[src/rtl/bus_arbiter_if.sv]
// Shared external bus arbitration signals.
// master: requester side; slave: arbiter side.
interface bus_arbiter_if #(
    parameter int NREQ = 4
);
    logic [NREQ-1:0] req;
    logic [NREQ-1:0] gnt;
    logic [2:0]      gnt_id;
    logic            bus_busy;
    logic            timeout;
    logic [2:0]      timeout_id;

    modport master (
        output req,
        input  gnt, gnt_id, bus_busy, timeout, timeout_id
    );

    modport slave (
        input  req,
        output gnt, gnt_id, bus_busy, timeout, timeout_id
    );
endinterface

[src/rtl/bus_arbiter.sv]
// Round-robin bus arbiter with turnaround cycle and hold timeout.
// Optional CPU_PRIO_EN: requester 0 wins and preempts other owners.
module bus_arbiter #(
    parameter int NREQ     = 4,
    parameter int MAX_HOLD = 16,
    parameter int CNTW     = 5
) (
    input logic         clk,
    input logic         reset,
    bus_arbiter_if.slave bus
);
    typedef enum logic [1:0] {
        IDLE  = 2'b00,
        GRANT = 2'b01,
        TURN  = 2'b10
    } state_t;

    localparam logic [2:0]      LAST      = 3'(NREQ - 1);
    localparam logic [CNTW-1:0] HOLD_LAST = CNTW'(MAX_HOLD - 1);

    state_t          state, state_n;
    logic [NREQ-1:0] gnt, gnt_n, win_oh;
    logic [2:0]      gnt_id, id_n;
    logic [2:0]      rr_ptr, rr_n;
    logic [2:0]      toid, toid_n;
    logic [2:0]      win, rr_next;
    logic [CNTW-1:0] hold_cnt, cnt_n;
    logic            to, to_n;
    logic            found, own_req, hold_done, preempt;

    // Rotated scan: first from rr_ptr upward, then wrap to the low indices.
    always_comb begin
        found = 1'b0;
        win   = 3'd0;
`ifdef CPU_PRIO_EN
        if (bus.req[0]) begin
            found = 1'b1;
            win   = 3'd0;
        end
`endif
        for (int i = 0; i < NREQ; i++) begin
            if (!found && bus.req[i] && i >= int'(rr_ptr)) begin
                found = 1'b1;
                win   = 3'(i);
            end
        end
        for (int i = 0; i < NREQ; i++) begin
            if (!found && bus.req[i]) begin
                found = 1'b1;
                win   = 3'(i);
            end
        end
        win_oh = '0;
        for (int i = 0; i < NREQ; i++) begin
            win_oh[i] = (win == 3'(i));
        end
    end

    assign own_req   = |(bus.req & gnt);
    assign hold_done = (MAX_HOLD != 0) && (hold_cnt == HOLD_LAST);
    assign rr_next   = (gnt_id == LAST) ? 3'd0 : gnt_id + 3'd1;

`ifdef CPU_PRIO_EN
    assign preempt = bus.req[0] && (gnt_id != 3'd0);
`else
    assign preempt = 1'b0;
`endif

    always_comb begin
        state_n = state;
        gnt_n   = gnt;
        id_n    = gnt_id;
        rr_n    = rr_ptr;
        cnt_n   = hold_cnt;
        to_n    = 1'b0;
        toid_n  = toid;
        case (state)
            IDLE, TURN: begin
                if (found) begin
                    state_n = GRANT;
                    gnt_n   = win_oh;
                    id_n    = win;
                    cnt_n   = '0;
                end else begin
                    state_n = IDLE;
                    gnt_n   = '0;
                    id_n    = 3'd0;
                end
            end
            GRANT: begin
                if (!own_req || preempt || hold_done) begin
                    state_n = TURN;
                    gnt_n   = '0;
                    id_n    = 3'd0;
                    cnt_n   = '0;
`ifdef CPU_PRIO_EN
                    if (gnt_id != 3'd0) rr_n = rr_next;
`else
                    rr_n = rr_next;
`endif
                    // A revoke only counts as a timeout if the owner still wanted the bus.
                    to_n = own_req && hold_done && !preempt;
                    if (to_n) toid_n = gnt_id;
                end else if (hold_cnt != '1) begin
                    cnt_n = hold_cnt + 1'b1;
                end
            end
            default: begin
                state_n = IDLE;
                gnt_n   = '0;
                id_n    = 3'd0;
            end
        endcase
    end

    always_ff @(posedge clk or negedge reset) begin
        if (!reset) begin
            state    <= IDLE;
            gnt      <= '0;
            gnt_id   <= 3'd0;
            rr_ptr   <= 3'd0;
            hold_cnt <= '0;
            to       <= 1'b0;
            toid     <= 3'd0;
        end else begin
            state    <= state_n;
            gnt      <= gnt_n;
            gnt_id   <= id_n;
            rr_ptr   <= rr_n;
            hold_cnt <= cnt_n;
            to       <= to_n;
            toid     <= toid_n;
        end
    end

    assign bus.gnt        = gnt;
    assign bus.gnt_id     = gnt_id;
    assign bus.bus_busy   = |gnt;
    assign bus.timeout    = to;
    assign bus.timeout_id = toid;
endmodule
[src/flat_wrapper.sv]
// flat-port wrapper written by rule: the top's interface ports become plain ports
module bus_arbiter_flat 
#(
    parameter int NREQ     = 4,
    parameter int MAX_HOLD = 16,
    parameter int CNTW     = 5
)
  (clk, reset, bus_req, bus_gnt, bus_gnt_id, bus_bus_busy, bus_timeout, bus_timeout_id);
  bus_arbiter_if #(.NREQ(NREQ)) bus_i ();
  input logic clk;
  input logic reset;
  input wire logic [$bits(bus_i.req)-1:0] bus_req;
  output wire logic [$bits(bus_i.gnt)-1:0] bus_gnt;
  output wire logic [$bits(bus_i.gnt_id)-1:0] bus_gnt_id;
  output wire logic [$bits(bus_i.bus_busy)-1:0] bus_bus_busy;
  output wire logic [$bits(bus_i.timeout)-1:0] bus_timeout;
  output wire logic [$bits(bus_i.timeout_id)-1:0] bus_timeout_id;
  assign bus_i.req = bus_req;
  assign bus_gnt = bus_i.gnt;
  assign bus_gnt_id = bus_i.gnt_id;
  assign bus_bus_busy = bus_i.bus_busy;
  assign bus_timeout = bus_i.timeout;
  assign bus_timeout_id = bus_i.timeout_id;
  bus_arbiter #(.NREQ(NREQ), .MAX_HOLD(MAX_HOLD), .CNTW(CNTW)) u_core (.clk(clk), .reset(reset), .bus(bus_i));
endmodule
[config.mk]
export PLATFORM = sky130hd
export DESIGN_NAME = bus_arbiter_flat
export DESIGN_NICKNAME = d
export VERILOG_FILES = /design/src/rtl/bus_arbiter_if.sv /design/src/rtl/bus_arbiter.sv /design/src/flat_wrapper.sv
export SDC_FILE = /design/constraint.sdc
export NUM_CORES = 1
export LEC_CHECK = 0
export CAP_MARGIN = 20
export CELL_PAD_IN_SITES_DETAIL_PLACEMENT = 1
export CELL_PAD_IN_SITES_GLOBAL_PLACEMENT = 1
export CORE_MARGIN = 3
export CORE_UTILIZATION = 35
export CTS_BUF_LIST = sky130_fd_sc_hd__clkbuf_4 sky130_fd_sc_hd__clkbuf_8
export CTS_CLUSTER_SIZE = 10
export DETAILED_ROUTE_END_ITERATION = 7
export PLACE_DENSITY = 0.76
export RECOVER_POWER = 100
export SLEW_MARGIN = 20
export SYNTH_ARGS = -nofsm -noshare
export SYNTH_HDL_FRONTEND = slang
export SYNTH_SLANG_ARGS = --single-unit
[constraint.sdc]
create_clock -name clk -period 4.37 [get_ports clk]
set_input_delay 0.6555 -clock clk [delete_from_list [all_inputs] [get_ports clk]]
set_output_delay 0.6555 -clock clk [all_outputs]
set_load 0.05 [all_outputs]
* Word level (Yosys, flattened, before mapping)
Index checks and enable logic that the tools add are counted.
Word-level totals: register bits after elaboration 21, output and inout bits 12, logic and storage cells 86
Operators by class: $add $sub $neg 2, magnitude comparators 4, equal/unequal tests 11, multiplexer cells 31, bitwise operators 1, reductions and logical operators 30
Operators by type and width (count):
- 3-bit two-way mux | 9
- 5-bit two-way mux | 3
- 1-bit logical AND | 12
- 1-bit two-way mux | 12
- 5-bit case mux with 2 select lines | 1
- 3-bit by 2-bit == test with 1-bit output (second input constant) | 3
- 1-bit logical NOT | 8
- 4-bit two-way mux | 2
- 4-bit case mux with 2 select lines | 1
- 4-bit OR reduction | 2
- 1-bit by 3-bit greater-or-equal comparator with 1-bit output (first input constant) | 2
- 2-bit by 3-bit greater-or-equal comparator with 1-bit output (first input constant) | 2
- 3-bit case mux with 2 select lines | 1
- 3-bit AND reduction | 2
- 5-bit by 1-bit adder with 5-bit output (second input constant) | 1
- 5-bit by 4-bit == test with 1-bit output (second input constant) | 1
- 5-bit != test (second input constant) | 1
- 4-bit AND | 1
- 2-bit by 1-bit != test with 1-bit output (second input constant) | 2
- 2-bit case mux with 2 select lines | 1
- 3-bit by 1-bit adder with 3-bit output (second input constant) | 1
- 3-bit by 1-bit == test with 1-bit output (second input constant) | 1
- 3-bit logical NOT | 1
- 3-bit by 1-bit != test with 1-bit output (second input constant) | 1
- other kinds (8) | 8

* Longest topological paths before layout
depth after elaboration 30, gate-level depth with buffers 7

* Worst setup path before layout
No wires, ideal clock.
path type reg-to-output, start reg u_core.gnt[0] (netlist: u_core.bus.gnt[0]), end out bus_bus_busy, arrival 1.406 ns, data required time 3.714 ns, slack 2.308 ns, cell stages (with the launch flop) 2, path buffers 0, path through dfrtp_1 -> or4_1
Between the ends: cells in the longest elaborated chain, start to end 1
Ends and longest elaborated chain:
- start, declared | RTL line bus_arbiter.sv:22 | logic [NREQ-1:0] gnt, gnt_n, win_oh;
- start signal, assigned | RTL line bus_arbiter.sv:127 | gnt <= gnt_n;
- 4-bit OR reduction | RTL line bus_arbiter.sv:138 | assign bus.bus_busy = |gnt;
- end, declared | RTL line flat_wrapper.sv:15 | output wire logic [$bits(bus_i.bus_busy)-1:0] bus_bus_busy;
No other way between the ends.

* Worst setup path in the final report
Ends and elaborated chain as after synthesis.

==> impl_metrics.env <==
export IMPL_outcome="finished, final reports clean"
export IMPL_rsz0062_at_grt="false"
export IMPL_syn_inst=87
export IMPL_drv_cap=0
export IMPL_hold_path_class="reg -> reg"
export IMPL_cts_num_sinks=18
export IMPL_die_area_mm2=0.00341
export IMPL_netlist_top_cells_area="dfrtp_1 (47%), a22o_1 (5.5%), ha_1 (5.2%)"
export IMPL_cp_startpoint="u_core.bus.gnt[0]"
export IMPL_yosys_area_share_simple_pct=17.4
export IMPL_clk_insertion_delay_late_ns=0.28
export IMPL_dp_hpwl_um=1630
export IMPL_total_power_mw=0.724
export IMPL_wl_per_cell_um=15.6
export IMPL_fin_skew_ns=0.00243
export IMPL_place_congestion=0.768
export IMPL_wl_met2_um=993
export IMPL_grt_max_degree=19
export IMPL_yosysSeqAreaShare_pct=46.9
export IMPL_synth_compound_area_share_pct=20.3
export IMPL_yosysWarnings=0
export IMPL_slew_headroom_pct=28.9
export IMPL_synth_top_area_share_pct=46.9
export IMPL_power_leakage_nw=0.537
export IMPL_grt_first_pass_wirelength_um=3650
export IMPL_core_area_mm2=0.00254
export IMPL_regArea_um2=450
export IMPL_drtIter0Drc=4
export IMPL_dr_total_vias=766
export IMPL_start_util_pct=37.8
export IMPL_whs_ns=0.511
export IMPL_critPathKind="reg -> out"
export IMPL_vias_per_cell=5.72
export IMPL_setup_viol_count_final=0
export IMPL_cts_tree="done"
export IMPL_finalSetupTns_ns=0
export IMPL_period_share_pct=60.7
export IMPL_synth_area_per_cell_um2=11.0
export IMPL_rr_endpoint="u_core.hold_cnt[4]"
export IMPL_synth_xor_area_share_pct=0.911
export IMPL_layout_drive_gt1_share_pct=8.65
export IMPL_timing_fmax_ghz=0.377
export IMPL_grt_use_total_pct=13.9
export IMPL_htree_levels=1
export IMPL_first_global_vias=796
export IMPL_cp_required_ns=3.71
export IMPL_grt_overflow_total=0
export IMPL_period_needed_ns=2.65
export IMPL_synthAdderAreaFrac_pct=5.21
export IMPL_post_cts_setup_buffers=0
export IMPL_wl_um=2090
export IMPL_worst_slew_pin_slew_ns=1.06
export IMPL_finalHoldViolCount=0
export IMPL_synth_enable_flop_cells=0
export IMPL_clockBufferDepth=2
export IMPL_met1_length_um=994
export IMPL_ant_nets=0
export IMPL_rrSetupSlack_ns=1.91
export IMPL_slew_viol_final=0
export IMPL_port_buffer_count=15
export IMPL_yosysTopAreaCell="dfrtp_1"
export IMPL_rows=18
export IMPL_cp_end_kind="output pin"
export IMPL_multi_input_area_um2=460
export IMPL_synthMuxAreaShare_pct=5.73
export IMPL_synthToLayoutAreaGrowth_pct=18.2
export IMPL_ys_ff_latch=18
export IMPL_root_buffer="clkbuf_4"
export IMPL_antenna_cells=0
export IMPL_syn_area_um2=961
export IMPL_drtPass1Iterations=4
export IMPL_r2r_start="u_core.hold_cnt[0]"
export IMPL_synth_distinct_cells=36
export IMPL_irDropWorstVdd_mv=0.423
export IMPL_post_cts_resized=0
export IMPL_final_cells=134
export IMPL_synth_top_family_by_area="compound AO/OA/AOI/OAI gates"
export IMPL_endpoint="bus_bus_busy"
export IMPL_start_kind="register"
export IMPL_io_pins=18
export IMPL_antenna_found_initial=0
export IMPL_clkSlewWorstSetupHoldPaths_ns=0.10
export IMPL_nets=116
export IMPL_preCtsSetupSlack_ns=2.02
export IMPL_synthTopCellsByCount="dfrtp_1 (18), a22o_1 (6), nand2_1 (6)"
export IMPL_crit_arrival_ns=2.00
export IMPL_worst_slack_ns=1.72
export IMPL_wl_met3_um=86
export IMPL_die_h_um=58.4
export IMPL_yosysMostFrequentCell="dfrtp_1"
export IMPL_die_w_um=58.4
export IMPL_cts_buffers=3
export IMPL_n_fill_cell=294
export IMPL_dr_max_layer_used="met4"
export IMPL_drc=0
export IMPL_path_max_fanout=4
export IMPL_ctsHoldBuffers=0
export IMPL_synthArstFlopShare_pct=100
export IMPL_rr_worst_depth=6
export IMPL_synth_flop_cell="dfrtp_1"
export IMPL_power_per_cell_area_mw_per_mm2=638
export IMPL_place_inst=131
-- critical path, stage by stage, from the launching register on --
cell and delay [ns]:
dfrtp_1 0.43, or4_1 0.51, dlygate4sd3_1 0.77
-- power by group --
part / internal (mW) / total, mW / switching (mW)
sequential: 0.212 / 0.264 / 0.0523
clock: 0.0320 / 0.0800 / 0.0480
combinational: 0.133 / 0.380 / 0.248
-- placed cells by master, fill, tap and decap left out, drive strengths merged, types with 3 or more instances in the layout --
cell,instances
nand2,6
inv,4
clkdlybuf4s50,3
nor2b,3
o21ai,4
mux2,4
dfrtp,18
a21oi,4
clkbuf,3
nor2,6
a22o,6
dlygate4sd3,12
ha,4
-- metrics by stage --
step	util (%)	cell area (um2)
after detailed placement	44.7	1140
final	44.6	1140
after global routing	44.6	1140
after global placement	44.7	1140
after CTS	45.6	1160
after floorplan	-	965
-- worst min path at each step --
stage | from | end | slack [ns] | cells past startpoint
floorplan | reset | u_core.bus.gnt[0] | 0.36 | 0
global placement | u_core.bus.timeout_id[0] | u_core.bus.timeout_id[0] | 0.49 | 1
detailed placement | u_core.bus.timeout_id[1] | u_core.bus.timeout_id[1] | 0.50 | 1
CTS | u_core.bus.timeout_id[1] | u_core.bus.timeout_id[1] | 0.53 | 1
global route | u_core.bus.timeout_id[1] | u_core.bus.timeout_id[1] | 0.55 | 1
finish | u_core.bus.timeout_id[1] | u_core.bus.timeout_id[1] | 0.51 | 1
-- flip-flops by register name, summed over array words and instances, names as in the netlist --
register / flops
u_core.hold_cnt: 5
u_core.bus.gnt: 4
u_core.bus.gnt_id: 2
u_core.bus.timeout_id: 2
u_core.rr_ptr: 2
u_core.state: 2
u_core.bus.timeout: 1
-- per-layer routing --
layer  vias to the layer above  global-route usage, %
met5                         -                      0
met4                         0                   3.97
met3                         2                   3.29
met2                        15                   23.1
met1                       389                   18.1
li1                        360                      -
-- cell type report --
cell class	instances	area share, %
sequential	18	39.6
multi-input combinational	64	40.5
inverter	4	1.32
timing repair buffer	15	13.2
tap	30	3.30
clock buffer	3	1.98
-- kinds of logic after synthesis --
logic type               Yosys count
buffers and inverters              6
multiplexers                       5
adder cells (fa/ha/maj)            4
AND/OR/NAND/NOR                   29
AO/OA/AOI/OAI                     23
other                              1
flip-flops                        18
XOR/XNOR                           1
Note: power is estimated with default switching activity, not from simulation.
